## src/rtl/fpalu_arbiter_pkg.sv

```systemverilog
// Shared encodings and constants for the fpalu round-robin arbiter.
package fpalu_arbiter_pkg;
  typedef enum logic [1:0] {
    S_IDLE = 2'd0,
    S_WAIT = 2'd1,
    S_RESP = 2'd2
  } state_e;

  localparam int             LAT_DEF = 2;
  localparam int             OVF_W   = 8;
  localparam logic [OVF_W-1:0] OVF_MAX = 8'd255;
endpackage

```

## src/rtl/fpalu_rr_pick.sv

```systemverilog
// Combinational round-robin picker: first valid requester at or after ptr.
module fpalu_rr_pick #(
  parameter int NREQ = 2,
  parameter int IDW  = 1
) (
  input  logic [NREQ-1:0] req_valid_i,
  input  logic [IDW-1:0]  ptr_i,
  output logic [NREQ-1:0] gnt_o,
  output logic [IDW-1:0]  gnt_idx_o,
  output logic            any_o
);
  logic [IDW-1:0] idx;

  // Walk farthest-first so the candidate closest to ptr overwrites the rest.
  always_comb begin
    gnt_o     = '0;
    gnt_idx_o = '0;
    any_o     = 1'b0;
    idx       = '0;
    for (int k = NREQ - 1; k >= 0; k--) begin
      idx = IDW'((int'(ptr_i) + k) % NREQ);
      if (req_valid_i[idx]) begin
        gnt_o      = '0;
        gnt_o[idx] = 1'b1;
        gnt_idx_o  = idx;
        any_o      = 1'b1;
      end
    end
  end
endmodule

```

## src/rtl/fpalu_arbiter.sv

```systemverilog
// Shares one fixed-latency fpalu among NREQ requesters, one op in flight,
// result returned over a valid/ready response tagged with the requester id.
module fpalu_arbiter
  import fpalu_arbiter_pkg::*;
#(
  parameter int NREQ = 2,
  parameter int IDW  = 1,
  parameter int LAT  = LAT_DEF
) (
  input  logic              clk,
  input  logic              rst,
  input  logic [NREQ-1:0]   req_valid,
  output logic [NREQ-1:0]   req_ready,
  input  logic [32*NREQ-1:0] req_a,
  input  logic [32*NREQ-1:0] req_b,
  input  logic [NREQ-1:0]   req_op,
  output logic              rsp_valid,
  input  logic              rsp_ready,
  output logic [IDW-1:0]    rsp_id,
  output logic [31:0]       rsp_s,
  output logic              rsp_ovf,
  output logic [31:0]       alu_a,
  output logic [31:0]       alu_b,
  output logic              alu_op,
  input  logic [31:0]       alu_s,
  input  logic              alu_ovf,
  output logic              busy,
  output logic [OVF_W-1:0]  ovf_cnt
);
  localparam int CNTW = $clog2(LAT + 1);

  logic [NREQ-1:0][31:0] req_a_v, req_b_v;
  logic [NREQ-1:0]       gnt;
  logic [IDW-1:0]        gnt_idx;
  logic                  gnt_any;

  state_e                state_q, state_d;
  logic [IDW-1:0]        ptr_q, ptr_d, tag_q, tag_d, rsp_id_q, rsp_id_d;
  logic [CNTW-1:0]       cnt_q, cnt_d;
  logic                  rsp_valid_q, rsp_valid_d, rsp_ovf_q, rsp_ovf_d;
  logic [31:0]           rsp_s_q, rsp_s_d, alu_a_q, alu_a_d, alu_b_q, alu_b_d;
  logic                  alu_op_q, alu_op_d;
  logic [OVF_W-1:0]      ovf_q, ovf_d;

  assign req_a_v = req_a;
  assign req_b_v = req_b;

  fpalu_rr_pick #(.NREQ(NREQ), .IDW(IDW)) u_pick (
    .req_valid_i (req_valid),
    .ptr_i       (ptr_q),
    .gnt_o       (gnt),
    .gnt_idx_o   (gnt_idx),
    .any_o       (gnt_any)
  );

  always_comb begin
    state_d     = state_q;
    ptr_d       = ptr_q;
    tag_d       = tag_q;
    cnt_d       = cnt_q;
    rsp_valid_d = rsp_valid_q;
    rsp_id_d    = rsp_id_q;
    rsp_s_d     = rsp_s_q;
    rsp_ovf_d   = rsp_ovf_q;
    alu_a_d     = alu_a_q;
    alu_b_d     = alu_b_q;
    alu_op_d    = alu_op_q;
    ovf_d       = ovf_q;
    req_ready   = '0;
    case (state_q)
      S_IDLE: begin
        // Grant is combinational, so it must be forced off while reset is held.
        if (rst) req_ready = gnt;
        if (rst && gnt_any) begin
          alu_a_d  = req_a_v[gnt_idx];
          alu_b_d  = req_b_v[gnt_idx];
          alu_op_d = req_op[gnt_idx];
          tag_d    = gnt_idx;
          cnt_d    = CNTW'(LAT);
          ptr_d    = IDW'((int'(gnt_idx) + 1) % NREQ);
          state_d  = S_WAIT;
        end
      end
      S_WAIT: begin
        cnt_d = cnt_q - CNTW'(1);
        if (cnt_q == CNTW'(1)) begin
          rsp_s_d     = alu_s;
          rsp_ovf_d   = alu_ovf;
          rsp_id_d    = tag_q;
          rsp_valid_d = 1'b1;
          state_d     = S_RESP;
          if (alu_ovf && ovf_q != OVF_MAX) ovf_d = ovf_q + 1'b1;
        end
      end
      S_RESP: begin
        if (rsp_ready) begin
          rsp_valid_d = 1'b0;
          state_d     = S_IDLE;
        end
      end
      default: state_d = S_IDLE;
    endcase
  end

  always_ff @(posedge clk or negedge rst) begin
    if (!rst) begin
      state_q     <= S_IDLE;
      ptr_q       <= '0;
      tag_q       <= '0;
      cnt_q       <= '0;
      rsp_valid_q <= 1'b0;
      rsp_id_q    <= '0;
      rsp_s_q     <= '0;
      rsp_ovf_q   <= 1'b0;
      alu_a_q     <= '0;
      alu_b_q     <= '0;
      alu_op_q    <= 1'b0;
      ovf_q       <= '0;
    end else begin
      state_q     <= state_d;
      ptr_q       <= ptr_d;
      tag_q       <= tag_d;
      cnt_q       <= cnt_d;
      rsp_valid_q <= rsp_valid_d;
      rsp_id_q    <= rsp_id_d;
      rsp_s_q     <= rsp_s_d;
      rsp_ovf_q   <= rsp_ovf_d;
      alu_a_q     <= alu_a_d;
      alu_b_q     <= alu_b_d;
      alu_op_q    <= alu_op_d;
      ovf_q       <= ovf_d;
    end
  end

  assign rsp_valid = rsp_valid_q;
  assign rsp_id    = rsp_id_q;
  assign rsp_s     = rsp_s_q;
  assign rsp_ovf   = rsp_ovf_q;
  assign alu_a     = alu_a_q;
  assign alu_b     = alu_b_q;
  assign alu_op    = alu_op_q;
  assign busy      = (state_q != S_IDLE);
  assign ovf_cnt   = ovf_q;
endmodule
```

## config.mk

```make
export PLATFORM = sky130hd
export DESIGN_NAME = fpalu_arbiter
export DESIGN_NICKNAME = d
export VERILOG_FILES = /design/src/rtl/fpalu_arbiter_pkg.sv /design/src/rtl/fpalu_rr_pick.sv /design/src/rtl/fpalu_arbiter.sv
export SDC_FILE = /design/constraint.sdc
export NUM_CORES = 1
export LEC_CHECK = 0
export ABC_AREA = 1
export ABC_CLOCK_PERIOD_IN_PS = 1700
export CAP_MARGIN = 25
export CORE_UTILIZATION = 40
export CTS_BUF_LIST = sky130_fd_sc_hd__clkbuf_4
export CTS_CLUSTER_SIZE = 30
export DETAILED_ROUTE_END_ITERATION = 12
export GPL_TIMING_DRIVEN = 0
export HOLD_SLACK_MARGIN = 0.1
export PLACE_DENSITY_LB_ADDON = 0.12
export SLEW_MARGIN = 40
export SYNTH_ARGS = -nofsm -noshare
export SYNTH_HDL_FRONTEND = slang
export SYNTH_SLANG_ARGS = --single-unit
```

## constraint.sdc

```tcl
create_clock -name clk -period 1.7 [get_ports clk]
set_clock_uncertainty 0.1 [all_clocks]
set_input_delay 0.34 -clock clk [delete_from_list [all_inputs] [get_ports clk]]
set_output_delay 0.34 -clock clk [all_outputs]
set_load 0.1 [all_outputs]
```

After elaboration in Yosys (flattened, before gate mapping)
Index checks and enable logic that the tools add are counted.

word-level totals
  register bits after elaboration = 114
  output and inout bits = 111
  logic and storage cells = 73

operators by class
  $add $sub $neg = 4
  magnitude comparators = 5
  equal/unequal tests = 7
  multiplexer cells = 31
  reductions and logical operators = 14

operator list
  kind                                                                          count
  32-bit two-way mux                                                            4
  2-bit two-way mux                                                             8
  1-bit two-way mux                                                             14
  3-bit AND reduction                                                           3
  8-bit by 1-bit adder with 8-bit output, second input constant                 1
  8-bit != test, second input constant                                          1
  1-bit by 2-bit less-than comparator with 1-bit output, second input constant  3
  2-bit != test, second input constant                                          3
  2-bit one-hot mux with 3 select lines                                         1
  2-bit AND reduction                                                           3
  2-bit nonzero test                                                            3
  2-bit by 1-bit == test with 1-bit output, second input constant               2
  1-bit logical AND                                                             4
  2-bit one-hot mux with 2 select lines                                         1
  1-bit adder, second input constant                                            2
  1-bit demux with 1-bit select                                                 2
  2-bit == test, second input constant                                          1
  1-bit >= comparator, second input constant                                    2
  2-bit logical NOT                                                             1
  1-bit one-hot mux with 2 select lines                                         1
  2-bit by 1-bit subtractor with 2-bit output, second input constant            1

Longest topological paths before layout
  depth in word-level cells = 9
  mapped depth = 8
  depth with buffers taken out = 8

Cells and area by module
Synthesis repeated with hierarchy kept, for this count alone.

unflattened totals
  cell total of the unflattened synthesis = 604
  area total of the unflattened synthesis = 5024.8 um^2

modules (own cells, without submodules)
  module         times used  cells an instance  area each (um^2)
  fpalu_arbiter  1           597                4992.3
  fpalu_rr_pick  1           7                  32.5

Worst setup path after synthesis
OpenSTA, ideal clock, no wires.

  path kind = reg2out
  start = reg state_q[0]
  end = out req_ready[0]
  data arrival time = 2258 ps
  data required time = 1260 ps
  path slack = -998 ps
  cell stages (with the launch flop) = 6
  path through = dfrtp_1 inv_2 nand2_4 nor2_8 nand2_4 nor2_1

between the ends
  cells in the longest elaborated chain, start to end = 2

RTL lines
  element                 line                  RTL
  start, declared         fpalu_arbiter.sv:37   state_e state_q, state_d;
  start signal, assigned  fpalu_arbiter.sv:120  state_q <= state_d;
  2-bit logical NOT       fpalu_arbiter.sv:70   case (state_q)
  2-bit two-way mux       fpalu_arbiter.sv:70
  end, declared           fpalu_arbiter.sv:13   output logic [NREQ-1:0] req_ready,

Every way passes these cells.

Worst setup path after layout
  start = reg state_q[1]
  end = out req_ready[0]

The elaborated chain is that of the path after synthesis.

==> results.toml <==
[global_routing]
antenna_found_initial = 0
use_met2_pct = 42.5
top_usage_layer = "met2"
grt-ovfl-total = 0
grt_pass1_wl_mm = 25.8
use_met1_pct = 29.8
use_met3_pct = 7.90
grt_max_degree = 60
first_global_vias = 5270
track_usage_pct = 25.4

[detailed_routing]
drtIter0Drc = 424
post_drt_wl_per_cell_um = 15.7
first_pass_iters = 5
via_per_inst = 5.12
antenna_left = 0
remaining_drc_errors = 0
vias = 5630
drt_wl_total_mm = 17.2

[synthesis]
ys_types = 25
syn_area_mm2 = 0.00516
synth_compound_area_share_pct = 0.969
yosysWarningCount = 0
seq_area_frac_synth_pct = 55.2
yosys.area_share.simple_pct = 36.4
synth-adder-area-share_pct = 0.484
synthXorXnorAreaFrac_pct = 0.509
synth_seq_cells = 114
synthMuxAreaShare_pct = 0
syn_avg_cell_area_um2 = 8.52
synth_nets = 776
synth_top_family_by_area = "simple AND/OR/NAND/NOR gates"
synth_cells = 606

[floorplan]
start_util_pct = 40.9
std_cell_rows = 41
ios = 279
design.core.area_mm2 = 0.0126
die_y_um = 116
die-width_um = 116
dieArea_mm2 = 0.0134

[cells_and_area]
final_nets = 1086
fillCellCount = 982
final_layout_size_suffix_gt1_share_pct = 22.5
areaGrowthSynthToFinish_pct = 69.1

[sta]
setup_viol = 3
finalCriticalPeriod_ns = 2.09
timing.setup.tns_ns = -0.942
hold_slack_ns = -0.380
slew_viol_final = 0
slew_headroom_pct = 66.4
timing.final.ws_setup_ns = -0.387
hold_viol_final = 56
fin_crit_sh_pct = 123
worstMarginPinSlew_ns = 0.504
fmax_ghz = 0.479
rsz0062_at_grt = "true"

[setup_path]
critPathKind = "reg2out"
cp.depth = 6
worst_ep_arrival_time_ns = 1.65
slowest_delay_ns = 0.41
critPathMaxFanout = 2
critPathBufInv = 2
critPathCaptureType = "output port"
worstRegToRegCells = 9
path_delay_family = "flip-flops"
critPathRequiredTime_ns = 1.26
cp_common_cell = "nand2_8"
startpoint_type = "flip-flop"
crit_path_top_delay_cell = "dfrtp_1"
path_cells = "inv_2 -> nand2_8 -> nor2_8 -> nand2_8 -> nor2_4 -> buf_12"

[clock_tree]
insertion_delay_ns = 0.53
root_buffer = "clkbuf_4"
cts_htree_levels = 4
clk_pin_slew_ns = 0.11
cts_tree = "built"
cts_max_path_buffers = 2
numCtsBuffers = 17
clock_sink_count = 114

[worst_hold_path]
worstHoldPathType = "in2async"

[run_status]
status = "finished, violations left"
violations = "negative hold slack, negative setup slack"

[run]
maxCapViolCount = 0

[placement]
port_buffers = 278
finalWeightedCongestion = 0.823
post-dp-hpwl_mm = 12.3
## Yosys cell counts (all sizes together)
master    n  area (um2)
ha        2        25.0
clkbuf    1        3.75
xor2      1        8.76
nand2   206         791
o21ai     5        25.0
nand4     2        12.5
a21oi     2        10.0
nand3   202        1010
o31ai     1        7.51
or2       1        6.26
o21a      1        7.51
nor2     11        57.6
xnor2     2        17.5
dfrtp   114        2850
buf      41         277
inv      14        52.6
## metrics by stage
stage	setup slack [ns]	cells	utilization, %	instance area, um2	hold WS, ns
2_1_floorplan	-0.169	606	-	5220	-0.0556
3_3_place_gp	-5.97	1056	65.1	8220	0.356
3_5_place_dp	-0.647	1057	61.0	7690	0.197
4_1_cts	-0.447	1094	66.2	8360	-0.404
5_1_grt	-0.518	1099	69.2	8730	-0.395
6_report	-0.387	1100	69.2	8740	-0.380
## cell usage in the layout (no fill, tap or decap), types with 2 or more instances in the layout
master	instances
a21oi_1	2
buf_1	3
buf_12	7
buf_2	16
buf_4	43
buf_6	86
buf_8	8
clkbuf_4	22
clkdlybuf4s50_1	166
clkinv_1	4
clkinv_2	5
dfrtp_1	106
dfrtp_2	6
dfrtp_4	2
ha_1	2
inv_1	11
inv_2	3
nand2_1	202
nand2_8	2
nand3_1	202
nand4_1	2
nor2_1	8
nor2_4	2
o21ai_0	4
xnor2_1	2
## final cells by class
| type | instances | area (um2) | share of cell area [%] |
|---|---|---|---|
| repair buffers | 291 | 3010 | 34.4 |
| multi-input cells | 436 | 2030 | 23.2 |
| flip-flops and latches | 114 | 2870 | 32.8 |
| inverters | 14 | 52.6 | 0.602 |
| clock buffers | 20 | 150 | 1.72 |
| well taps | 172 | 215 | 2.46 |
| diodes | 1 | 2.50 | 0.0286 |
| plain buffers | 42 | 343 | 3.92 |
| clock inverters | 10 | 70.1 | 0.802 |
## final timing paths
kind | start | endpoint | slack, ns
min in group clk | alu_s[31] | rsp_s[31] | 0.24
worst max register to register | state_q[1] | alu_b[28] | 0.10
worst min register to register | rsp_s[10] | rsp_s[10] | 0.39
worst min-delay path | rst | rsp_s[18] | -0.38
worst max-delay path | state_q[1] | req_ready[0] | -0.39
max in group asynchronous | rst | ovf_cnt[0] | 1.21
## sequential cells by signal, indices dropped and copies added, names as in the netlist, 2 cells and up
signal / cells
alu_a: 32
alu_b: 32
rsp_s: 32
ovf_cnt: 8
cnt_q: 2
state_q: 2
## kinds of logic (layout without fill, tap and decap cells)
logic type | after synthesis | count (layout)
simple gates | 422 | 422
flops | 114 | 114
buf+inv | 56 | 377
compound gates | 9 | 9
xor+xnor | 3 | 3
fa+ha+maj | 2 | 2
other cells | 0 | 1
## metal layers
layer / vias up / share of wire (%) / wire (um)
li1: 2628 / - / -
met4: 0 / 3.4 / 579
met5: - / 0 / 0
met1: 2685 / 39 / 6700
met3: 46 / 8.0 / 1370
met2: 271 / 50 / 8590
## repair_timing
item / 4_1_cts / 5_1_grt
endpoints found under the setup margin: 111 / 93
gates resized for setup: 136 / 96
hold endpoints to repair: 114 / 114
buffers inserted: 7 / 6
pin swaps: 4 / 6
Power is left out: the tool's default activity adds up to more than one toggle a clock period on the data nets, which glitch-free logic cannot reach.
==> RTL edit 1 (same settings) <==
Register the output `ovf_cnt` once more, without a reset; this adds one clock of latency there. The other outputs are not delayed to match.
--- a/src/rtl/fpalu_arbiter.sv
+++ b/src/rtl/fpalu_arbiter.sv
@@ -140,5 +140,7 @@
   assign alu_b     = alu_b_q;
   assign alu_op    = alu_op_q;
   assign busy      = (state_q != S_IDLE);
-  assign ovf_cnt   = ovf_q;
+  always_ff @(posedge clk) begin
+    ovf_cnt <= ovf_q;
+  end
 endmodule
Function: changed (a bounded check fails within 4 cycles, from zero or initial values and one cycle with rst low).
==> RTL edit 1 against the original RTL <==
The flow still finishes with violations (negative hold slack, negative setup slack); sequential share of layout area increased by 1.0 points; wire length increased by 3.1%; non-clock buffer count increased by 7; first-iteration DRC count decreased by 20%; sequential cell count increased by 8; synthesized area increased by 3.1%; core utilization increased by 0.26 points; critical path depth unchanged; setup slack improved by 0.027 ns; final area increased by 2.0%.
Power is not shown: default switching activity piles up to over one toggle a cycle in this logic, so the estimate is an artifact.
==> RTL edit 1: results <==
metrics = {
    "drt": {
        "wl_met2_um": 8960,
        "avgRoutedWirePerCell_um": 15.9,
        "wl_met3_um": 1580,
        "via_per_inst": 4.97,
        "wl_met1_um": 6950,
        "drt_wl_total_um": 17800,
        "dr.pass1.iters": 6,
        "dr.first_iter.drc_count": 338,
    },
    "sta": {
        "slew_headroom_pct": 66.9,
        "hold_viol_final": 57,
        "final.setup.tns_ns": -0.858,
        "layout_setup_ws_ns": -0.360,
        "setup_viol": 3,
        "hold_slack_ns": -0.407,
    },
    "grt": {
        "met2_usage_pct": 44.0,
        "antenna_found_initial": 1,
        "met1_usage_pct": 29.8,
        "grt_pass1_wl_um": 27500,
        "track_usage_pct": 25.7,
        "grt_pass1_vias": 5545,
        "gr-usage-met3_pct": 9.34,
    },
    "run_status": {
        "violations": "negative hold slack, negative setup slack",
        "status": "finished, violations left",
    },
    "place": {
        "dp_slack_ns": -0.902,
        "gp_congestion": 0.796,
        "hpwl_um": 12700,
        "dp.cells": 1065,
        "placed_cell_area_mm2": 0.00783,
    },
    "synthesis": {
        "ys_seq_area_share_pct": 56.6,
        "synth_adder_area_share_pct": 0.470,
        "synth_top_cells_by_count": "nand2_1, nand3_1, dfrtp_1",
        "ys_top_cells_by_area": "dfrtp_1, nand3_1, nand2_1",
        "synthXorXnorAreaFrac_pct": 0.493,
        "synth_compound_area_share_pct": 0.940,
        "syn_nets": 784,
        "synth_cell_types": 24,
        "async_flop_share_pct": 93.4,
    },
    "final_layout": {
        "multi_input_area_share_pct": 22.7,
        "clock_buffers": 21,
        "design.seq.count": 122,
        "buffers": 340,
        "drive_gt1_share_pct": 22.8,
        "multi_input_area_mm2": 0.00203,
        "final-clk-cell-share_pct": 3.47,
        "n_fill_cell": 1037,
        "buf_share_pct": 36.9,
    },
    "critical_path": {
        "cp.arrival_ns": 1.62,
        "crit_fanout": 3,
        "crit_family": "flip-flops",
        "worst-setup-path-type": "reg -> out",
    },
    "clocking": {
        "cts_htree_levels": 4,
        "clock_latency_ns": 0.51,
    },
}
## RTL edit 1: path summary, 6_finish.rpt
check                                       start                      to  slack [ns]  cells after the start
min in group clk                        alu_s[27]   rsp_s[27]$_DFFE_PN0P_        0.26                      3
min reg2reg                  ovf_q[1]$_DFFE_PN0P_      ovf_cnt[1]$_DFF_P_        0.35                      0
min                                           rst    rsp_s[6]$_DFFE_PN0P_       -0.41                      1
max reg2reg                     ptr_q$_DFFE_PN0P_   alu_b[22]$_DFFE_PN0P_        0.08                      7
max                        state_q[1]$_DFFE_PN0P_            req_ready[0]       -0.36                      6
max in group asynchronous                     rst  state_q[1]$_DFFE_PN0P_        0.69                      4
## RTL edit 1: timing repair
| action | in CTS | in global routing |
|---|---|---|
| endpoints found under the hold margin | 114 | 57 |
| pin swaps | 5 | 3 |
| gates cloned | 1 | 0 |
| setup buffers | 8 | 7 |
| resized for setup | 124 | 74 |
| endpoints found under the setup margin | 111 | 90 |
==> RTL edit 2 (config.mk and constraints unchanged) <==
Without the edit above. The package constant `LAT_DEF` goes from 2 to 4.
--- a/src/rtl/fpalu_arbiter_pkg.sv
+++ b/src/rtl/fpalu_arbiter_pkg.sv
@@ -6,7 +6,7 @@
     S_RESP = 2'd2
   } state_e;
 
-  localparam int             LAT_DEF = 2;
+  localparam int             LAT_DEF = 4;
   localparam int             OVF_W   = 8;
   localparam logic [OVF_W-1:0] OVF_MAX = 8'd255;
 endpackage
Behaviour: not the same (a bounded check fails within 4 cycles, from zero or initial values and one cycle with rst low).
==> RTL edit 2 against the original RTL <==
The run still ends with negative hold slack, negative setup slack left; synthesized area is 0.65% higher; sequential cell count is 1 higher; critical path depth stayed put; final area is 1.4% lower; setup slack better by 0.037 ns; wire length hardly changed; largest cell class unchanged.
Power is not shown: default switching activity piles up to over one toggle a cycle in this logic, so the estimate is an artifact.
==> RTL edit 2: results <==
metrics = {
    "place": {
        "gp_congestion": 0.789,
        "dp_slack_ns": -0.647,
        "hpwl_um": 12800,
        "dp.cells": 1072,
        "port_buffers": 278,
        "placed_cell_area_mm2": 0.00774,
    },
    "critical_path": {
        "slowest_stage": "clkdlybuf4s50_1",
        "slowest_delay_ns": 0.47,
        "crit_fanout": 10,
        "crit_family": "buffers and inverters",
        "critPathRequiredTime_ns": 1.26,
        "worstPathBufferInverterCount": 4,
    },
    "grt": {
        "gr-usage-met3_pct": 8.37,
        "grt_max_degree": 65,
        "grt_pass1_vias": 5430,
        "met1_usage_pct": 28.5,
        "met2_usage_pct": 45.9,
        "antenna_found_initial": 0,
        "grt_pass1_wl_um": 26400,
        "track_usage_pct": 25.7,
    },
    "run_status": {
        "status": "finished, violations left",
        "violations": "negative hold slack, negative setup slack",
    },
    "clocking": {
        "cts_htree_levels": 4,
        "cts_buffer_depth": 2,
        "cts.clk_slew.worst_paths_ns": 0.10,
        "cts_buffers": 17,
        "clock_latency_ns": 0.49,
        "cts-root-buf": "clkbuf_4",
    },
    "drt": {
        "num_vias": 5562,
        "via_per_inst": 4.99,
        "dr.pass1.iters": 5,
        "avgRoutedWirePerCell_um": 15.5,
        "dr.first_iter.drc_count": 351,
    },
    "synthesis": {
        "synth_top_cells_by_count": "nand2_1, nand3_1, dfrtp_1",
        "ys_top_cells_by_area": "dfrtp_1, nand3_1, nand2_1",
        "synth_cell_types": 22,
        "ys_seq_area_share_pct": 55.4,
        "syn_nets": 792,
        "yosysWarnings": 0,
        "async_flop_share_pct": 100,
        "synthFlopType": "dfrtp_1",
        "syn_avg_cell_area_um2": 8.37,
    },
    "sta": {
        "final.setup.tns_ns": -0.772,
        "worstMarginPinSlew_ns": 0.468,
        "layout_setup_ws_ns": -0.351,
        "hold_viol_final": 51,
        "hold_slack_ns": -0.356,
        "setup_viol": 3,
    },
    "final_layout": {
        "n_fill_cell": 1055,
        "drive_gt1_share_pct": 22.6,
        "diodes": 0,
    },
    "hold_path": {
        "hold_path_class": "in -> async",
    },
}
==> RTL edit 2: cell types whose count changed after synthesis, sizes merged, moves of 2 or more <==
cell,unedited run,this run
nand3,202,206
inv,14,17
nand4,2,0
buf,41,37
clkbuf,1,4
nand2,206,213
==> RTL edit 2: area by class of cell <==
class	count	area (um2)	share of cell area (%)
inverters	17	66.3	0.770
clock inverters	13	189	2.19
repair buffers	289	2740	31.8
plain buffers	41	275	3.20
well taps	172	215	2.50
flip-flops and latches	115	2890	33.6
clock buffers	19	143	1.66
multi-input cells	448	2100	24.3
==> RTL edit 2: final timing paths <==
kind	start	endpoint	slack (ns)	cells after the start
min in group clk	alu_s[21]	rsp_s[21]$_DFFE_PN0P_	0.27	3
max reg2reg	state_q[1]$_DFFE_PN0P_	ovf_cnt[1]$_DFFE_PN0P_	0.01	8
min reg2reg	rsp_s[27]$_DFFE_PN0P_	rsp_s[27]$_DFFE_PN0P_	0.38	2
min	rst	ovf_cnt[5]$_DFFE_PN0P_	-0.36	1
max	req_valid[0]	req_ready[0]	-0.35	6
max in group asynchronous	rst	alu_b[8]$_DFFE_PN0P_	1.20	2
==> RTL edit 2: per-layer routing <==
layer / wire length (um) / vias to the layer above
met1: 6560 / 2637
met2: 8900 / 231
met5: 0 / -
li1: - / 2669
met3: 1430 / 25
met4: 359 / 0
==> RTL edit 2: logic make-up (layout without fill, tap and decap cells) <==
family          after synthesis  after routing  share of synthesized area (%)
compound gates               10             10                           1.06
buf+inv                      58            379                           5.73
flops                       115            115                           55.4
simple gates                432            432                           36.6
fa+ha+maj                     3              3                          0.722
xor+xnor                      3              3                          0.506
==> RTL edit 2: what timing repair did <==
action,CTS,global route
setup endpoints to repair,111,67
buffers inserted,7,3
pin swaps,4,2
endpoints found under the hold margin,115,93
gates resized for setup,136,28
